===== src/rtl/rx_frame_sequencer_if.sv =====
// rtl/rx_frame_sequencer_if.sv - CPU-side character interface of the serial receive sequencer.
// break_det exists only when RX_BREAK_DETECT_EN is defined.
interface rx_frame_sequencer_if #(
  parameter int DATA_BITS = 7
);
  logic [DATA_BITS-1:0] rx_data;
  logic                 rx_valid;
  logic                 rx_ack;
  logic                 parity_err;
  logic                 frame_err;
  logic                 overrun;
`ifdef RX_BREAK_DETECT_EN
  logic                 break_det;
`endif

  modport master (
    input  rx_ack,
`ifdef RX_BREAK_DETECT_EN
    output break_det,
`endif
    output rx_data, rx_valid, parity_err, frame_err, overrun
  );

  modport slave (
    output rx_ack,
`ifdef RX_BREAK_DETECT_EN
    input  break_det,
`endif
    input  rx_data, rx_valid, parity_err, frame_err, overrun
  );
endinterface


===== src/rtl/rx_frame_sequencer.sv =====
// rtl/rx_frame_sequencer.sv - 16x oversampled serial receiver with even parity and a one-character holding register.
// Optional break detection output is enabled by defining RX_BREAK_DETECT_EN.
module rx_frame_sequencer #(
  parameter int OVERSAMPLE = 16,
  parameter int DATA_BITS  = 7
) (
  input  logic                  clk,
  input  logic                  reset,
  input  logic                  data_in,
  output logic                  busy,
  rx_frame_sequencer_if.master  cpu
);

  localparam int TW = $clog2(OVERSAMPLE);
  localparam int BW = $clog2(DATA_BITS + 1);
  localparam logic [TW-1:0] TICK_HALF = TW'(OVERSAMPLE / 2 - 1);
  localparam logic [TW-1:0] TICK_FULL = TW'(OVERSAMPLE - 1);
  localparam logic [BW-1:0] BIT_LAST  = BW'(DATA_BITS - 1);

  typedef enum logic [2:0] {
    IDLE,
    START,
    DATA,
    PARITY,
    STOP,
    WAIT_HIGH
  } state_e;

  state_e               state_q, state_d;
  logic [1:0]           sync_q;
  logic [TW-1:0]        tick_q;
  logic [BW-1:0]        bit_cnt_q;
  logic [DATA_BITS-1:0] shreg_q;
  logic                 par_q;
  logic [DATA_BITS-1:0] data_q;
  logic                 valid_q;
  logic                 perr_q;
  logic                 ferr_q;
  logic                 ovr_q;

  logic ls;
  logic sample;
  logic complete;
  logic tick_clr;
  logic load;
  logic drop;
  logic ack;

  assign ls = sync_q[1];

  always_comb begin
    state_d  = state_q;
    sample   = 1'b0;
    complete = 1'b0;
    unique case (state_q)
      IDLE: begin
        if (!ls) state_d = START;
      end
      START: begin
        if (tick_q == TICK_HALF) begin
          sample  = 1'b1;
          state_d = ls ? IDLE : DATA;
        end
      end
      DATA: begin
        if (tick_q == TICK_FULL) begin
          sample = 1'b1;
          if (bit_cnt_q == BIT_LAST) state_d = PARITY;
        end
      end
      PARITY: begin
        if (tick_q == TICK_FULL) begin
          sample  = 1'b1;
          state_d = STOP;
        end
      end
      STOP: begin
        if (tick_q == TICK_FULL) begin
          sample   = 1'b1;
          complete = 1'b1;
          state_d  = ls ? IDLE : WAIT_HIGH;
        end
      end
      WAIT_HIGH: begin
        if (ls) state_d = IDLE;
      end
      default: state_d = IDLE;
    endcase
  end

  // The tick counter restarts on every state entry and every sample point.
  assign tick_clr = sample || (state_d != state_q) || (state_q == IDLE);
  assign ack      = cpu.rx_ack && valid_q;
  assign load     = complete && (!valid_q || cpu.rx_ack);
  assign drop     = complete && !load;

`ifdef RX_BREAK_DETECT_EN
  logic brk_q;
  always_ff @(posedge clk) begin
    if (reset) begin
      brk_q <= 1'b0;
    end else if (load) begin
      brk_q <= (shreg_q == '0) && !par_q && !ls;
    end else if (ack) begin
      brk_q <= 1'b0;
    end
  end
  assign cpu.break_det = brk_q;
`endif

  always_ff @(posedge clk) begin
    if (reset) begin
      state_q   <= IDLE;
      sync_q    <= 2'b11;
      tick_q    <= '0;
      bit_cnt_q <= '0;
      shreg_q   <= '0;
      par_q     <= 1'b0;
      data_q    <= '0;
      valid_q   <= 1'b0;
      perr_q    <= 1'b0;
      ferr_q    <= 1'b0;
      ovr_q     <= 1'b0;
    end else begin
      state_q <= state_d;
      sync_q  <= {sync_q[0], data_in};
      tick_q  <= tick_clr ? '0 : tick_q + TW'(1);

      if (state_q == START) begin
        bit_cnt_q <= '0;
      end else if (sample && state_q == DATA) begin
        bit_cnt_q <= bit_cnt_q + BW'(1);
      end

      if (sample && state_q == DATA) shreg_q <= {ls, shreg_q[DATA_BITS-1:1]};
      if (sample && state_q == PARITY) par_q <= ls;

      // A load also satisfies any ack in the same cycle, so overrun restarts clear.
      if (load) begin
        data_q  <= shreg_q;
        valid_q <= 1'b1;
        perr_q  <= ^{shreg_q, par_q};
        ferr_q  <= !ls;
        ovr_q   <= 1'b0;
      end else if (drop) begin
        ovr_q <= 1'b1;
      end else if (ack) begin
        valid_q <= 1'b0;
        perr_q  <= 1'b0;
        ferr_q  <= 1'b0;
        ovr_q   <= 1'b0;
      end
    end
  end

  assign busy           = (state_q != IDLE);
  assign cpu.rx_data    = data_q;
  assign cpu.rx_valid   = valid_q;
  assign cpu.parity_err = perr_q;
  assign cpu.frame_err  = ferr_q;
  assign cpu.overrun    = ovr_q;

endmodule


===== src/flat_wrapper.sv =====
// flat-port wrapper written by rule: the top's interface ports become plain ports
module rx_frame_sequencer_flat 
#(
  parameter int OVERSAMPLE = 16,
  parameter int DATA_BITS  = 7
)
  (clk, reset, data_in, busy, cpu_rx_ack, cpu_rx_data, cpu_rx_valid, cpu_parity_err, cpu_frame_err, cpu_overrun);
  rx_frame_sequencer_if #(.DATA_BITS(DATA_BITS)) cpu_i ();
  input  logic clk;
  input  logic reset;
  input  logic data_in;
  output logic busy;
  input wire logic [$bits(cpu_i.rx_ack)-1:0] cpu_rx_ack;
  output wire logic [$bits(cpu_i.rx_data)-1:0] cpu_rx_data;
  output wire logic [$bits(cpu_i.rx_valid)-1:0] cpu_rx_valid;
  output wire logic [$bits(cpu_i.parity_err)-1:0] cpu_parity_err;
  output wire logic [$bits(cpu_i.frame_err)-1:0] cpu_frame_err;
  output wire logic [$bits(cpu_i.overrun)-1:0] cpu_overrun;
  assign cpu_i.rx_ack = cpu_rx_ack;
  assign cpu_rx_data = cpu_i.rx_data;
  assign cpu_rx_valid = cpu_i.rx_valid;
  assign cpu_parity_err = cpu_i.parity_err;
  assign cpu_frame_err = cpu_i.frame_err;
  assign cpu_overrun = cpu_i.overrun;
  rx_frame_sequencer #(.OVERSAMPLE(OVERSAMPLE), .DATA_BITS(DATA_BITS)) u_core (.clk(clk), .reset(reset), .data_in(data_in), .busy(busy), .cpu(cpu_i));
endmodule

===== config.mk =====
export PLATFORM = sky130hd
export DESIGN_NAME = rx_frame_sequencer_flat
export DESIGN_NICKNAME = d
export VERILOG_FILES = /design/src/rtl/rx_frame_sequencer_if.sv /design/src/rtl/rx_frame_sequencer.sv /design/src/flat_wrapper.sv
export SDC_FILE = /design/constraint.sdc
export NUM_CORES = 1
export LEC_CHECK = 0
export BUFFER_PORTS_ARGS = -buffer_cell sky130_fd_sc_hd__buf_4
export CAP_MARGIN = 20
export CORE_MARGIN = 10
export CORE_UTILIZATION = 60
export CTS_BUF_LIST = sky130_fd_sc_hd__clkbuf_8
export CTS_CLUSTER_SIZE = 30
export DETAILED_ROUTE_END_ITERATION = 10
export GPL_ROUTABILITY_DRIVEN = 1
export GPL_TIMING_DRIVEN = 0
export HOLD_SLACK_MARGIN = 0.06
export PLACE_DENSITY = 0.85
export SYNTH_ARGS = -nofsm -noshare
export SYNTH_HDL_FRONTEND = slang
export SYNTH_SLANG_ARGS = --single-unit

===== constraint.sdc =====
create_clock -name clk -period 2.1 [get_ports clk]
set_clock_uncertainty 0.2 [all_clocks]
set_input_delay 0.42 -clock clk [delete_from_list [all_inputs] [get_ports clk]]
set_output_delay 0.42 -clock clk [all_outputs]
set_load 0.02 [all_outputs]

; ---- Yosys cells after proc, flatten, opt, wreduce, memory -nomap -nowiden
; Cells that the tools add are included.
[totals]
regBits = 31
in_bits = 4
[op_classes]
add_sub_neg = 2
eq_ne = 10
n_mux = 20
reduce_logical = 21
[ops]
columns = op, count
row1 = $mux W3, 8
row2 = $pmux W3 S6, 1
row3 = $eq A3 B3 Y1 const B, 3
row4 = $mux W1, 9
row5 = $reduce_xor A8 Y1, 1
row6 = $eq A3 B2 Y1 const B, 2
row7 = $reduce_or A2 Y1, 3
row8 = $logic_and A1 B1 Y1, 5
row9 = $add A4 B1 Y4 const B, 1
row10 = $eq A4 B3 Y1 const B, 1
row11 = $eq A4 B4 Y1 const B, 1
row12 = $reduce_bool A2 Y1, 2
row13 = $add A3 B1 Y3 const B, 1
row14 = $eq A3 B1 Y1 const B, 1
row15 = $logic_not A1 Y1, 3
row16 = $logic_not A3 Y1, 1
row17 = $logic_or A1 B1 Y1, 3
row18 = $ne A3 B3 Y1, 1
row19 = $reduce_bool A3 Y1, 1
row20 = $reduce_or A3 Y1, 1
row21 = $mux W2, 1
row22 = $ne A2 B1 Y1 const B, 1
row23 = $pmux W1 S2, 1
row24 = $reduce_and A2 Y1, 1

; ---- Longest topological paths before layout
; Gate-level depths: netlist of run 1.
[logic_depth]
ltp_word = 8
mapped_depth = 7

; ---- Worst setup path after synthesis of run 1
; Ideal clock, no wire load.
[synth_timing]
kind = register to register
from = reg u_core.tick_q[0]
to = reg u_core.data_q[1] (netlist: u_core.cpu.rx_data[1])
setup_time_ps = 128
arrival_ps = 1344
required_ps = 1772
path_slack_ps = 428
stages_incl_launch_ff = 8
synth_period_minus_slack_ps = 1672
path_cell_list = dfxtp_1 -> ha_1 -> buf_4 -> and4b_4 -> and3_1 -> buf_6 -> mux2i_1 -> nor2_1
[synth_via]
elab_chain_len = 4
[synth_lines]
columns = item, line
row1 = from (decl), rx_frame_sequencer.sv:31  ; logic [TW-1:0] tick_q;
row2 = from (signal assigned), rx_frame_sequencer.sv:127  ; tick_q <= tick_clr ? '0 : tick_q + TW'(1);
row3 = $eq A4 B4 Y1, rx_frame_sequencer.sv:78  ; if (tick_q == TICK_FULL) begin
row4 = $mux W1, rx_frame_sequencer.sv:78
row5 = $mux W1, rx_frame_sequencer.sv:55  ; unique case (state_q)
row6 = $logic_and A1 B1 Y1, rx_frame_sequencer.sv:94  ; assign load = complete && (!valid_q || cpu.rx_ack);
row7 = to (signal assigned), rx_frame_sequencer.sv:140  ; data_q <= shreg_q;
row8 = to (decl), rx_frame_sequencer.sv:35  ; logic [DATA_BITS-1:0] data_q;
; Every way passes these cells.
; A chain may end at the register's enable or synchronous reset.

; ---- Worst setup path in the final report of run 1
[layout_timing]
from = reg u_core.state_q[1]
to = out busy
[layout_via]
elab_chain_len = 1
[layout_lines]
columns = item, line
row1 = from (decl), rx_frame_sequencer.sv:29  ; state_e state_q, state_d;
row2 = from (signal assigned), rx_frame_sequencer.sv:125  ; state_q <= state_d;
row3 = $reduce_bool A3 Y1, rx_frame_sequencer.sv:156  ; assign busy = (state_q != IDLE);
row4 = to (decl), flat_wrapper.sv:12  ; output logic busy;
; Every way passes these cells.

==> results of run 1 <==
## flip-flops by register name (all words and copies together), names as in the netlist
name / flops
u_core.cpu.frame_err: 1
u_core.state_q: 3
u_core.par_q: 1
u_core.cpu.overrun: 1
u_core.cpu.rx_valid: 1
u_core.bit_cnt_q: 3
u_core.cpu.rx_data: 7
u_core.shreg_q: 7
u_core.cpu.parity_err: 1
u_core.tick_q: 4
u_core.sync_q: 2
## metal layers
metal,GRT usage [%],part of all wire [%]
met2,20.9,48
met4,8.65,2.4
met5,0,0
met1,15.6,44
met3,5.28,5.4
## final timing paths
kind | endpoint | slack [ps] | cells past startpoint
worst max-delay path | busy | 80 | 4
worst max register to register | u_core.cpu.rx_data[1] | 220 | 7
worst min register to register | u_core.sync_q[1] | 250 | 1
worst min-delay path | u_core.sync_q[0] | 130 | 2
## area by class of cell
cell class,count,area [µm²],share of cell area (%)
plain buffers,11,76.3,4.42
flip-flops and latches,31,621,36.0
clock inverters,2,35.0,2.03
multi-input cells,108,752,43.6
clock buffers,6,82.6,4.79
repair buffers,14,105,6.09
well taps,28,35.0,2.03
inverters,5,18.8,1.09
## logic make-up (layout without fill, tap and decap cells)
kind of cell / count (synthesis) / in the layout / share of synthesized area [%]
AND/OR/NAND/NOR: 57 / 57 / 21.0
flip-flops: 31 / 31 / 42.3
adder cells (fa/ha/maj): 3 / 3 / 2.56
multiplexers: 15 / 15 / 10.2
AO/OA/AOI/OAI: 22 / 22 / 10.9
buffers and inverters: 16 / 38 / 6.48
XOR/XNOR: 11 / 11 / 6.56
## power groups by stage
stage / clock [mW] / sequential, mW / combinational, mW
3_5_place_dp: 0 / 0.613 / 0.0586
2_1_floorplan: 0 / 0.611 / 0.0419
4_1_cts: 0.619 / 0.600 / 0.0589
6_report: 0.616 / 0.600 / 0.0594
3_3_place_gp: 0 / 0.612 / 0.0558
5_1_grt: 0.654 / 0.601 / 0.0656
## critical path: stages, from the launching register on
cell and delay [ps]:
dfxtp_1 340, buf_4 180, nor3_1 350, inv_1 80
buf_4 170
## Yosys cell counts
| master | instances | share of area [%] |
|---|---|---|
| dfxtp_1 | 31 | 42 |
| nand3_1 | 3 | 1.0 |
| and3b_1 | 2 | 1.2 |
| buf_6 | 2 | 1.5 |
| and4bb_1 | 1 | 0.85 |
| a32oi_1 | 1 | 0.60 |
| o21ai_0 | 3 | 1.0 |
| nand2_1 | 6 | 1.5 |
| a211oi_2 | 2 | 1.7 |
| a21oi_1 | 6 | 2.0 |
| and3_1 | 2 | 0.85 |
| nor3_1 | 4 | 1.4 |
| and2b_1 | 1 | 0.51 |
| xor2_1 | 3 | 1.8 |
| a41o_1 | 1 | 0.68 |
| o22ai_1 | 1 | 0.43 |
| buf_4 | 5 | 2.6 |
| buf_2 | 1 | 0.34 |
| inv_1 | 4 | 1.0 |
| nand4b_1 | 2 | 1.2 |
| nor2b_1 | 2 | 0.85 |
| a21o_1 | 2 | 1.0 |
| o21a_1 | 2 | 1.0 |
| inv_2 | 1 | 0.26 |
| and4b_4 | 1 | 0.94 |
| clkbuf_1 | 3 | 0.77 |
| o32ai_1 | 2 | 1.2 |
| nor3_2 | 2 | 1.4 |
| mux2i_1 | 15 | 10 |
| nand2b_1 | 4 | 1.7 |
| or2_2 | 2 | 0.85 |
| or3b_1 | 1 | 0.60 |
| ha_1 | 3 | 2.6 |
| nor2_1 | 24 | 6.1 |
| xnor2_1 | 8 | 4.8 |
| a31o_2 | 1 | 0.60 |
| o2111ai_1 | 1 | 0.60 |
==> qor.txt, run 1 <==
Starting Density -> 64.5%
Clock Power Share -> 48.3%
max cap viols -> 0
Critical Path Sink Type -> primary output
IO Pins -> 16
Hold Path Class -> in2reg
post_cts resized -> 0
Seq/Total Area, Yosys -> 42.3%
commonest non-fill, non-tap cells in the layout -> dfxtp_1 (31), nor2_1 (24), buf_4 (19)
Area Growth Syn to Fin -> 17.6%
# setup viols final -> 0
Power Internal -> 1.00 mW
core box area -> 2280 µm²
Synth Cell Area -> 1470 µm²
Avg Synthesized Cell Area -> 9.47 µm²
Hold Startpoint -> data_in
Flop pwr share -> 47.0%
die width -> 69.5 µm
DR vias/cell -> 5.70
Synth Instances -> 155
gr usage total -> 13.7%
CP Launch Type -> flop
Yosys warnings -> 0
I/O Buffers -> 14
Detailed Route Iter0 Violations -> 79
pin count of the biggest net entering global routing -> 11
Post-DP Area -> 1610 µm²
Die Area -> 4820 µm²
via count -> 1169
Final Core Density -> 75.8%
pwr dens -> 740 nW/µm²
Final Power -> 1.28 mW
RSZ-0062 raised after global routing -> no
clk sink count -> 31
post-synth cell types -> 37
Total Wirelength -> 3220 µm
final hold slack -> 128 ps
placed cells -> 197
Min Clock Period, post-route -> 2020 ps
first-pass GRT wire length -> 5520 µm
dpl ws -> 240 ps
Yosys reg bits -> 31
share of cells above drive strength 1 -> 22.0%
CTS tree -> built
cts bufs inserted -> 5
grt total ovfl -> 0
final setup TNS -> 0 ps
period utilization -> 96.4%
Worst Setup Path Type -> reg2out
design area -> 1730 µm²
gpl congestion -> 0.865
Switching Share -> 21.5%
Final Slew Violations -> 0
Finished Layout Cells -> 205
Nets -> 183
clk_lat worst skew -> 290 ps
Crit path arrival time -> 1400 ps
status -> completed
initial antenna violation count -> 0
Worst slew margin -> 68.4%
Clock Pin Slew Worst Setup and Hold Paths -> 80 ps
Placement Rows -> 17
crit path max fanout -> 10
leakage power -> 0.676 nW
worst-case clock buffer depth -> 2
Switch Pwr -> 0.275 mW
Worst EP required -> 1480 ps
Logic pwr share -> 4.7%
n_diodes -> 0
Setup Fix Bufs, Post-CTS -> 0
die height -> 69.5 µm
vias in the first global route -> 1170
DRC -> 0
DR pass1 iterations -> 4
slew at the pin closest to its max-slew limit -> 474 ps
Mapped Nets -> 162
Post-DRT Antenna Nets -> 0
crit path from -> u_core.state_q[1]
WL per Instance -> 15.7 µm
dpl hpwl -> 2290 µm
launching point of the worst reg2reg path -> u_core.tick_q[0]
Post-CTS Hold Fix Bufs -> 0
Fin. Hold Viols -> 0
final worst-path setup slack -> 75.7 ps
Peak VDD IR -> 0.814 mV
Fmax achieved -> 494 MHz
commonest non-fill, non-tap cell in the layout -> dfxtp_1
Fillers -> 147
clock root buffer -> clkbuf_8
H-tree depth -> 2
No activity file was read; power rests on OpenSTA's default activity.
==> run 2, diff against run 1 <==
Settings changed: SLEW_MARGIN set to 20.
Clock period 2.1 ns to 1.88 ns, I/O delays scaled along.
==> run 2 against run 1 <==
  * Combinational power up 31%
  * First-iteration DRC count is 80% higher
  * Global-route usage barely moved
  * Critical endpoint is now u_core.shreg_q[1]
  * Register-to-register slack lost 190 ps
  * Critical path depth increased by 3
==> qor.txt, run 2 (synthesis results as in run 1) <==
status -> completed
commonest non-fill, non-tap cells in the layout -> dfxtp_1 (29), nor2_1 (24), buf_4 (22)
gpl congestion -> 0.865 (unchanged)
Post-DRT Antenna Nets -> 0 (unchanged)
worst-case clock buffer depth -> 2 (unchanged)
via count -> 1232 (+5.4%)
clk_lat worst skew -> 290 ps (about the same)
I/O Buffers -> 14 (unchanged)
WL per Instance -> 16.8 µm (+7.1%)
Clock Pin Slew Worst Setup and Hold Paths -> 60 ps (-20 ps)
DR pass1 iterations -> 4 (unchanged)
grt total ovfl -> 0 (unchanged)
core box area -> 2280 µm² (unchanged)
Buf+Inv Stages, Crit Path -> 2 (-1)
leakage power -> 0.694 nW (+2.7%)
DRC -> 0 (unchanged)
share of cells above drive strength 1 -> 26.7% (+4.6 points)
CP max stage delay -> 340 ps (about the same)
max cap viols -> 0 (unchanged)
placed cells -> 197 (unchanged)
Critical Path Sink Type -> flop
H-tree depth -> 2 (unchanged)
Final Slew Violations -> 0 (unchanged)
gr usage total -> 13.7% (-0.029 points)
commonest non-fill, non-tap cell in the layout -> dfxtp_1
final worst-path setup slack -> 25.1 ps (-50.5 ps)
die height -> 69.5 µm (unchanged)
Min Clock Period, post-route -> 1850 ps
die width -> 69.5 µm (unchanged)
CP Launch Type -> flop
pwr dens -> 806 nW/µm² (+9.0%)
initial antenna violation count -> 0 (unchanged)
IO Pins -> 16 (unchanged)
# setup viols final -> 0 (unchanged)
Finished Layout Cells -> 208 (+1.5%)
dpl hpwl -> 2290 µm (unchanged)
vias in the first global route -> 1174 (+0.34%)
Fin. Hold Viols -> 0 (unchanged)
Placement Rows -> 17 (unchanged)
pin count of the biggest net entering global routing -> 11 (unchanged)
Die Area -> 4820 µm² (unchanged)
cts bufs inserted -> 5 (unchanged)
Worst slew margin -> 66.9% (-1.5 points)
Area Growth Syn to Fin -> 21.3%
DR vias/cell -> 5.92 (+3.9%)
CTS tree -> built
Starting Density -> 64.5% (unchanged)
Worst Setup Path Type -> reg2reg
Peak VDD IR -> 0.911 mV (+12%)
crit path max fanout -> 9 (-1)
Post-CTS Hold Fix Bufs -> 0 (unchanged)
dpl ws -> 19.6 ps (-220 ps)
CP Cell Sequence -> ha_1 -> buf_6 -> nand4b_1 -> nor3_2 -> buf_6 -> mux2i_1 -> nor2_1
Final Power -> 1.44 mW (+13%)
first-pass GRT wire length -> 5510 µm (-0.25%)
slew at the pin closest to its max-slew limit -> 497 ps (+22.5 ps)
Total Wirelength -> 3500 µm (+8.7%)
n_diodes -> 0 (unchanged)
Nets -> 186 (+1.6%)
final setup TNS -> 0 ps (unchanged)
clk sink count -> 31 (unchanged)
Top delay family on crit path -> simple AND/OR/NAND/NOR gates
Final Core Density -> 78.2% (+2.4 points)
Fmax achieved -> 539 MHz
Hold Path Class -> in2reg
Detailed Route Iter0 Violations -> 142 (+80%)
CP max-delay cell -> dfxtp_2
clock root buffer -> clkbuf_8
most used cell along the critical path -> buf_6
Crit path arrival time -> 1810 ps (+410 ps)
period utilization -> 98.7%
Worst EP required -> 1840 ps (+360 ps)
==> run 2: cell types whose count changed in the layout (fill, tap and decap cells not counted), moves of 2 or more <==
| cell | delta |
|---|---|
| buf_4 | +3 |
| dfxtp_1 | -2 |
| dfxtp_2 | +2 |
| mux2i_1 | -2 |
| mux2i_2 | +2 |
| nor3_4 | +2 |
==> run 2: path summary, 6_finish.rpt <==
path	endpoint	startpoint	depth (start not counted)	slack, ps
worst max-delay path	u_core.shreg_q[1]	u_core.tick_q[0]	7	30
worst min-delay path	u_core.sync_q[0]	data_in	2	80
worst max register to register	u_core.shreg_q[1]	u_core.tick_q[0]	7	30
worst min register to register	u_core.sync_q[1]	u_core.sync_q[0]	1	250
==> run 2: layout make-up <==
type / instances / area (µm²)
flip-flops and latches: 31 / 623
repair buffers: 18 / 135
inverters: 5 / 18.8
fillers: 133 / 495
plain buffers: 10 / 68.8
multi-input cells: 108 / 782
clock buffers: 6 / 82.6
clock inverters: 2 / 35.0
well taps: 28 / 35.0
==> run 2: timing repair <==
item | CTS | global route
setup buffers | 0 | 4
setup endpoints to repair | 1 | 18
pin swaps | 0 | 3
resized for setup | 1 | 8
==> run 2: through the flow <==
step,hold slack (ps),cell area (µm²)
after CTS,86.6,1730
after global placement,197,1610
after global routing,83.4,1780
after floorplan,189,1470
final,84.7,1780
after detailed placement,228,1610
==> run 2: per-layer routing <==
layer / GRT usage (%) / routed length (µm) / vias up
met1: 15.6 / 1430 / 577
met5: 0 / 0 / -
li1: - / - / 578
met4: 8.65 / 116 / 0
met2: 20.9 / 1700 / 66
met3: 5.28 / 257 / 11
==> run 2: where the power goes <==
| part | leakage (nW) | switching (mW) | internal [mW] |
|---|---|---|---|
| registers | 0.251 | 0.00678 | 0.664 |
| logic | 0.381 | 0.0449 | 0.0329 |
| clock network | 0.0612 | 0.259 | 0.429 |
